**src/rtl/fetch_ifid_pkg.sv**
```systemverilog
// Shared types and constants for the fetch stage and IF/ID register.
// Latency/backpressure: none (declarations only).
package fetch_ifid_pkg;

    localparam logic [3:0] OP_JMP_HALT = 4'b0000;
    localparam logic [3:0] OP_BGE      = 4'b0100;
    localparam logic [3:0] OP_BLE      = 4'b0101;
    localparam logic [3:0] OP_BEQ      = 4'b0110;
    localparam logic [3:0] OP_ANDI     = 4'b1000;
    localparam logic [3:0] OP_SW       = 4'b1011;
    localparam logic [3:0] OP_BR       = 4'b1100;
    localparam logic [3:0] OP_EXC      = 4'b1111;

    localparam int OPC_HI  = 15;
    localparam int OPC_LO  = 12;
    localparam int FUNC_HI = 3;
    localparam int FUNC_LO = 0;

    typedef enum logic [0:0] {
        FETCH  = 1'b0,
        HALTED = 1'b1
    } fetch_state_t;

    typedef struct packed {
        logic [15:0] instr;
        logic [15:0] pc;
    } ifid_t;

    // Instruction addresses are halfword aligned; bit 0 is never stored.
    function automatic logic [15:0] align_pc(input logic [15:0] addr);
        return {addr[15:1], 1'b0};
    endfunction

endpackage

```
**src/rtl/fetch_ifid_if.sv**
```systemverilog
// Instruction-memory fetch bus: request/address out, word/ready back.
// Latency: memory answers with imem_ready in any later or same cycle; fetch re-requests until accepted.
interface fetch_ifid_if;
    logic        imem_req;
    logic [15:0] imem_addr;
    logic [15:0] imem_rdata;
    logic        imem_ready;

    modport master (
        output imem_req,
        output imem_addr,
        input  imem_rdata,
        input  imem_ready
    );

    modport slave (
        input  imem_req,
        input  imem_addr,
        output imem_rdata,
        output imem_ready
    );
endinterface

```
**src/rtl/fetch_ifid_ifid_reg.sv**
```systemverilog
// IF/ID pipeline register with load/flush/hold; 1-cycle latency.
// Backpressure: holds contents and valid whenever neither load nor flush is asserted.
module ifid_reg
    import fetch_ifid_pkg::*;
(
    input  logic  clk,
    input  logic  rst_n,
    input  logic  load,
    input  logic  flush,
    input  ifid_t d,
    output ifid_t q,
    output logic  valid
);

    // Flush only drops valid; the stale word stays visible but is never acted on.
    always_ff @(posedge clk or negedge rst_n) begin
        if (!rst_n) begin
            q     <= '0;
            valid <= 1'b0;
        end else if (load) begin
            q     <= d;
            valid <= 1'b1;
        end else if (flush) begin
            valid <= 1'b0;
        end
    end

endmodule

```
**src/rtl/fetch_ifid.sv**
```systemverilog
// Fetch stage + IF/ID: returned word reaches opCode/funcCode one cycle after imem_ready.
// Backpressure: stall holds PC and IF/ID and discards the returned word, re-requesting the same pc.
module fetch_ifid
    import fetch_ifid_pkg::*;
#(
    parameter logic [15:0] RESET_PC   = 16'h0000,
    parameter logic [15:0] EXC_VECTOR = 16'h00F0,
    parameter logic [3:0]  HALT_FUNC  = 4'b1111
) (
    input  logic        clk,
    input  logic        rst_n,
    fetch_ifid_if.master imem,
    input  logic        stall,
    input  logic        redirect_valid,
    input  logic [15:0] redirect_pc,
    input  logic        set_exc,
    output logic [3:0]  opCode,
    output logic [3:0]  funcCode,
    output logic [15:0] id_instr,
    output logic [15:0] id_pc,
    output logic        id_valid,
    output logic [15:0] epc,
    output logic        halted
);

    fetch_state_t state;
    logic [15:0]  pc;
    logic         req_q;
    ifid_t        ifid_q;
    ifid_t        ifid_d;

    logic in_fetch;
    logic halt_hit;
    logic take_exc;
    logic take_redir;
    logic take_halt;
    logic take_hold;
    logic take_load;
    logic ifid_flush;

    assign id_instr = ifid_q.instr;
    assign id_pc    = ifid_q.pc;
    assign opCode   = ifid_q.instr[OPC_HI:OPC_LO];
    assign funcCode = ifid_q.instr[FUNC_HI:FUNC_LO];

    assign imem.imem_req  = req_q;
    assign imem.imem_addr = pc;

    // Priority chain: exception > redirect > halt > stall > accept > miss.
    assign in_fetch   = (state == FETCH);
    assign halt_hit   = id_valid && (opCode == OP_JMP_HALT) && (funcCode == HALT_FUNC) && !stall;
    assign take_exc   = in_fetch && set_exc && id_valid;
    assign take_redir = in_fetch && !take_exc && redirect_valid;
    assign take_halt  = in_fetch && !take_exc && !redirect_valid && halt_hit;
    assign take_hold  = in_fetch && !take_exc && !redirect_valid && !halt_hit && stall;
    assign take_load  = in_fetch && !take_exc && !redirect_valid && !halt_hit && !stall
                        && imem.imem_ready;
    assign ifid_flush = in_fetch && !take_load && !take_hold;

    assign ifid_d = '{instr: imem.imem_rdata, pc: pc};

    ifid_reg u_ifid_reg (
        .clk   (clk),
        .rst_n (rst_n),
        .load  (take_load),
        .flush (ifid_flush),
        .d     (ifid_d),
        .q     (ifid_q),
        .valid (id_valid)
    );

    always_ff @(posedge clk or negedge rst_n) begin
        if (!rst_n) begin
            state  <= FETCH;
            pc     <= RESET_PC;
            epc    <= 16'h0000;
            halted <= 1'b0;
            req_q  <= 1'b1;
        end else begin
            case (state)
                FETCH: begin
                    if (take_exc) begin
                        pc  <= align_pc(EXC_VECTOR);
                        epc <= id_pc;
                    end else if (take_redir) begin
                        pc <= align_pc(redirect_pc);
                    end else if (take_halt) begin
                        state  <= HALTED;
                        req_q  <= 1'b0;
                        halted <= 1'b1;
                    end else if (take_load) begin
                        pc <= pc + 16'd2;
                    end
                end
                HALTED: begin
                    // Frozen until rst_n.
                end
                default: begin
                    state <= HALTED;
                end
            endcase
        end
    end

endmodule
```
**src/flat_wrapper.sv**
```systemverilog
// flat-port wrapper written by rule: the top's interface ports become plain ports
module fetch_ifid_flat import fetch_ifid_pkg::*;
#(
    parameter logic [15:0] RESET_PC   = 16'h0000,
    parameter logic [15:0] EXC_VECTOR = 16'h00F0,
    parameter logic [3:0]  HALT_FUNC  = 4'b1111
)
  (clk, rst_n, stall, redirect_valid, redirect_pc, set_exc, opCode, funcCode, id_instr, id_pc, id_valid, epc, halted, imem_imem_req, imem_imem_addr, imem_imem_rdata, imem_imem_ready);
  fetch_ifid_if imem_i ();
  input  logic clk;
  input  logic rst_n;
  input  logic stall;
  input  logic redirect_valid;
  input  logic [15:0] redirect_pc;
  input  logic set_exc;
  output logic [3:0] opCode;
  output logic [3:0] funcCode;
  output logic [15:0] id_instr;
  output logic [15:0] id_pc;
  output logic id_valid;
  output logic [15:0] epc;
  output logic halted;
  output wire logic [$bits(imem_i.imem_req)-1:0] imem_imem_req;
  output wire logic [$bits(imem_i.imem_addr)-1:0] imem_imem_addr;
  input wire logic [$bits(imem_i.imem_rdata)-1:0] imem_imem_rdata;
  input wire logic [$bits(imem_i.imem_ready)-1:0] imem_imem_ready;
  assign imem_imem_req = imem_i.imem_req;
  assign imem_imem_addr = imem_i.imem_addr;
  assign imem_i.imem_rdata = imem_imem_rdata;
  assign imem_i.imem_ready = imem_imem_ready;
  fetch_ifid #(.RESET_PC(RESET_PC), .EXC_VECTOR(EXC_VECTOR), .HALT_FUNC(HALT_FUNC)) u_core (.clk(clk), .rst_n(rst_n), .imem(imem_i), .stall(stall), .redirect_valid(redirect_valid), .redirect_pc(redirect_pc), .set_exc(set_exc), .opCode(opCode), .funcCode(funcCode), .id_instr(id_instr), .id_pc(id_pc), .id_valid(id_valid), .epc(epc), .halted(halted));
endmodule
```
**config.mk**
```make
export PLATFORM = sky130hd
export DESIGN_NAME = fetch_ifid_flat
export DESIGN_NICKNAME = d
export VERILOG_FILES = /design/src/rtl/fetch_ifid_pkg.sv /design/src/rtl/fetch_ifid_if.sv /design/src/rtl/fetch_ifid_ifid_reg.sv /design/src/rtl/fetch_ifid.sv /design/src/flat_wrapper.sv
export SDC_FILE = /design/constraint.sdc
export NUM_CORES = 1
export LEC_CHECK = 0
export ABC_AREA = 1
export BUFFER_PORTS_ARGS = -buffer_cell sky130_fd_sc_hd__buf_4
export CORE_MARGIN = 2
export CORE_UTILIZATION = 35
export DETAILED_ROUTE_END_ITERATION = 10
export PLACE_DENSITY = 0.67
export SLEW_MARGIN = 15
export SYNTH_ARGS = -nofsm -noshare
export SYNTH_HDL_FRONTEND = slang
export SYNTH_HIERARCHICAL = 1
export SYNTH_SLANG_ARGS = --single-unit
export TNS_END_PERCENT = 20
```
**constraint.sdc**
```tcl
create_clock -name clk -period 1.6 [get_ports clk]
set_input_delay 0.24 -clock clk [delete_from_list [all_inputs] [get_ports clk]]
set_output_delay 0.24 -clock clk [all_outputs]
set_load 0.005 [all_outputs]
```
==> load_flow_metrics.sql <==
INSERT INTO impl_metrics (metric_group, metric, value, unit) VALUES
('power', 'p_int', '2.78', 'mW'),
('floorplanning', 'floorplan.rows', '35', ''),
('timing', 'final.hold.worst_slack', '0.0989', 'ns'),
('critical_path', 'worstPathArrival', '1.88', 'ns'),
('power', 'worst_ir_drop_vdd', '0.000343', 'V'),
('critical_path', 'crit_path_max_incr_delay', '0.43', 'ns'),
('logic_synthesis', 'post_synth_and_or_nand_nor_area_fraction', '0.346', ''),
('logic_synthesis', 'synth_ff_type', 'dfrtp_1', ''),
('power', 'sw_frac_of_total', '0.211', ''),
('layout', 'final-seq-area', '0.00168', 'sq mm'),
('clock_tree', 'clock-sinks', '67', ''),
('global_route', 'grt_pass1_wl', '13300', 'um'),
('timing', 'rsz0062_at_grt', 'yes', ''),
('floorplanning', 'die_w', '101', 'um'),
('global_route', 'grt_pass1_vias', '2819', ''),
('global_route', 'maximum_number_of_pins_on_one_net_before_global_route_repair', '34', ''),
('timing', 'final_setup_viols', '14', ''),
('critical_path', 'ff2ff_path_depth', '10', ''),
('logic_synthesis', 'synth_top_area_cell', 'dfrtp_1', ''),
('critical_path', 'worstSetupPathDepth', '10', ''),
('critical_path', 'cp_delay_by_family_top', 'buffers and inverters', ''),
('logic_synthesis', 'yosysUniqueCellTypes', '33', ''),
('critical_path', 'cp.buffers_inverters', '4', ''),
('layout', 'stdcell_area', '0.00458', 'sq mm'),
('global_route', 'grt_use_total', '0.165', ''),
('clock_tree', 'clock_latency', '0.34', 'ns'),
('timing', 'finalCritPeriodShare', '1.03', ''),
('clock_tree', 'clock_tree.buffer_depth', '2', ''),
('critical_path', 'startpoint_type_of_the_worst_setup_path', 'flip-flop', ''),
('drt', 'drc_errors', '0', ''),
('logic_synthesis', 'post_synthesis_register_bit_count', '67', ''),
('logic_synthesis', 'share_of_synthesized_area_occupied_by_flip_flops_and_latches', '0.510', ''),
('placed_design', 'gp_congestion', '0.842', ''),
('timing', 'final.setup_skew', '0.00649', 'ns'),
('outcome', 'status', 'finished with violations', ''),
('global_route', 'grt_remaining_overflow', '0', ''),
('outcome', 'violations_in_the_final_reports', 'negative setup slack', ''),
('power', 'leakagePower', '2.56', 'nW'),
('timing', 'finalHoldViolCount', '0', ''),
('logic_synthesis', 'synth_enable_flop_cells', '0', ''),
('logic_synthesis', 'synth-warning-count', '6', ''),
('layout', 'multi_input_area', '0.00136', 'sq mm'),
('placed_design', 'detailed_place.area', '0.00418', 'sq mm'),
('critical_path', 'dominant_cell_type_by_count_on_the_critical_path', 'nand2_1', ''),
('critical_path', 'worstPathMaxFanout', '10', ''),
('drt', 'drtPass1Iterations', '5', ''),
('logic_synthesis', 'synth_xor_area_frac', '0.00266', ''),
('logic_synthesis', 'synth.mux.area_fraction', '0.00304', ''),
('drt', 'initialDrtViolationCount', '188', ''),
('timing', 'final.setup.worst_slack', '-0.0460', 'ns'),
('critical_path', 'criticalPathCategory', 'flip-flop to flip-flop', ''),
('drt', 'routed_wire_length_per_instance', '13.4', 'um'),
('floorplanning', 'core_area', '0.00920', 'sq mm'),
('floorplanning', 'initial_util', '0.358', ''),
('timing', 'post-route-min-period', '1.65', 'ns'),
('power', 'pwr-share-seq', '0.491', ''),
('logic_synthesis', 'synthCells', '414', ''),
('floorplanning', 'dieArea', '0.0102', 'sq mm'),
('logic_synthesis', 'asyncSetResetFlopFracSynth', '1.00', ''),
('drt', 'routed_via_count', '3080', ''),
('power', 'switching_power', '745', 'uW'),
('timing', 'maxSlewViolCount', '0', ''),
('drt', 'antenna_violating_nets_post_route', '0', ''),
('logic_synthesis', 'synthesis.area_per_instance', '7.95', 'sq um'),
('clock_tree', 'clock_tree_from_tritoncts', 'done', ''),
('layout', 'fillers', '906', ''),
('layout', 'area_growth_syn_to_fin', '39.1', '%'),
('power', 'power_frac_clock', '0.453', ''),
('min_path', 'hold_path.class', 'input port to flip-flop', ''),
('placed_design', 'numPortBuffers', '110', ''),
('clock_tree', 'cts_buffers', '9', '');
[routing by layer]
metal	part of all wire	track usage	routed length, um
met2	0.50	0.272	4340
met5	0	0	0
met4	0.019	0.0676	164
met1	0.43	0.214	3760
met3	0.053	0.0298	464
[area by class of cell]
| type | instances | area share |
|---|---|---|
| clock buffers | 12 | 0.0339 |
| clock inverters | 4 | 0.0159 |
| inverters | 23 | 0.0246 |
| multi-input cells | 302 | 0.297 |
| flip-flops and latches | 67 | 0.367 |
| well taps | 111 | 0.0303 |
| repair buffers | 131 | 0.230 |
| repair inverters | 1 | 0.00191 |
[sequential cells by signal (all words and copies together) (netlist names)]
name	count
u_core/halted	1
u_core/u_ifid_reg/valid	1
u_core/state	1
u_core/imem.imem_addr	15
u_core/epc	16
u_core/u_ifid_reg/q	32
u_core/imem.imem_req	1
[worst paths after layout]
| kind | startpoint | slack (ns) | end |
|---|---|---|---|
| worst min register to register | u_core/imem.imem_req | 0.46 | u_core/imem.imem_req |
| worst max register to register | u_core/u_ifid_reg/valid | -0.05 | u_core/u_ifid_reg/q[11] |
| worst min-delay path | imem_imem_rdata[11] | 0.1 | u_core/u_ifid_reg/q[27] |
| max in group asynchronous | rst_n | 0.68 | u_core/imem.imem_req |
| worst max-delay path | u_core/u_ifid_reg/valid | -0.05 | u_core/u_ifid_reg/q[11] |
| min in group asynchronous | rst_n | 0.32 | u_core/epc[1] |
[what timing repair did]
action / in CTS / in global routing
setup buffers: 0 / 6
pin swaps: 0 / 8
resized for setup: 2 / 21
gates cloned: 0 / 2
hold buffers: 1 / 0
setup endpoints to repair: 4 / 58
endpoints found under the hold margin: 18 / 0
[tightest hold or removal path, delay by kind of cell]
family | cells | cell delay [ns]
and+or+nand+nor | 2 | 0.09
buffers and inverters | 1 | 0.08
[through the flow]
stage	total power, mW	util	setup slack [ns]
finish	3.53	0.498	-0.0460
CTS	3.56	0.481	0.0114
floorplan	1.80	-	0.108
global placement	1.95	0.454	0.0491
global route	3.64	0.498	-0.109
detailed placement	1.95	0.454	0.00550
[logic make-up after synthesis]
kind of cell,count (synthesis)
compound gates,26
xor+xnor,1
fa+ha+maj,1
buf+inv,46
flops,67
mux,1
other cells,1
simple gates,271
[placed cells by master, fill, tap and decap left out, types with 2 or more instances in the layout]
| cell | netlist | routed |
|---|---|---|
| nand2_2 | 10 | 12 |
| nand3_4 | 1 | 2 |
| o21ai_0 | 19 | 17 |
| nand3_1 | 19 | 18 |
| nand4_1 | 4 | 4 |
| nor2_1 | 16 | 12 |
| clkinvlp_4 | 0 | 2 |
| dfrtp_1 | 66 | 66 |
| inv_1 | 18 | 16 |
| bufinv_16 | 0 | 2 |
| o21ai_1 | 0 | 2 |
| or2_2 | 2 | 2 |
| nor2_2 | 1 | 3 |
| buf_12 | 1 | 3 |
| nor2_4 | 2 | 4 |
| buf_4 | 10 | 124 |
| clkbuf_8 | 3 | 11 |
| a21oi_1 | 5 | 5 |
| conb_1 | 1 | 2 |
| nand2_1 | 213 | 211 |
| inv_2 | 1 | 3 |
[power groups by stage]
stage | clock network (mW) | registers, mW | logic (mW)
finish | 1.60 | 1.73 | 0.194
floorplan | 0 | 1.76 | 0.0406
CTS | 1.63 | 1.73 | 0.191
global route | 1.69 | 1.73 | 0.216
detailed placement | 0 | 1.77 | 0.189
global placement | 0 | 1.76 | 0.186
[cell usage after synthesis, types with 2 or more instances]
cell      count
nor2_4        2
nand2_2      10
nand4_1       4
a21oi_1       5
buf_4        10
o21ai_0      19
inv_1        18
clkbuf_8      3
buf_6         4
nand2_1     213
nor2_1       16
clkbuf_1      3
dfrtp_1      66
nand3_1      19
buf_2         2
or2_2         2
inv_4         2
Power figures use the tool's default switching activity.
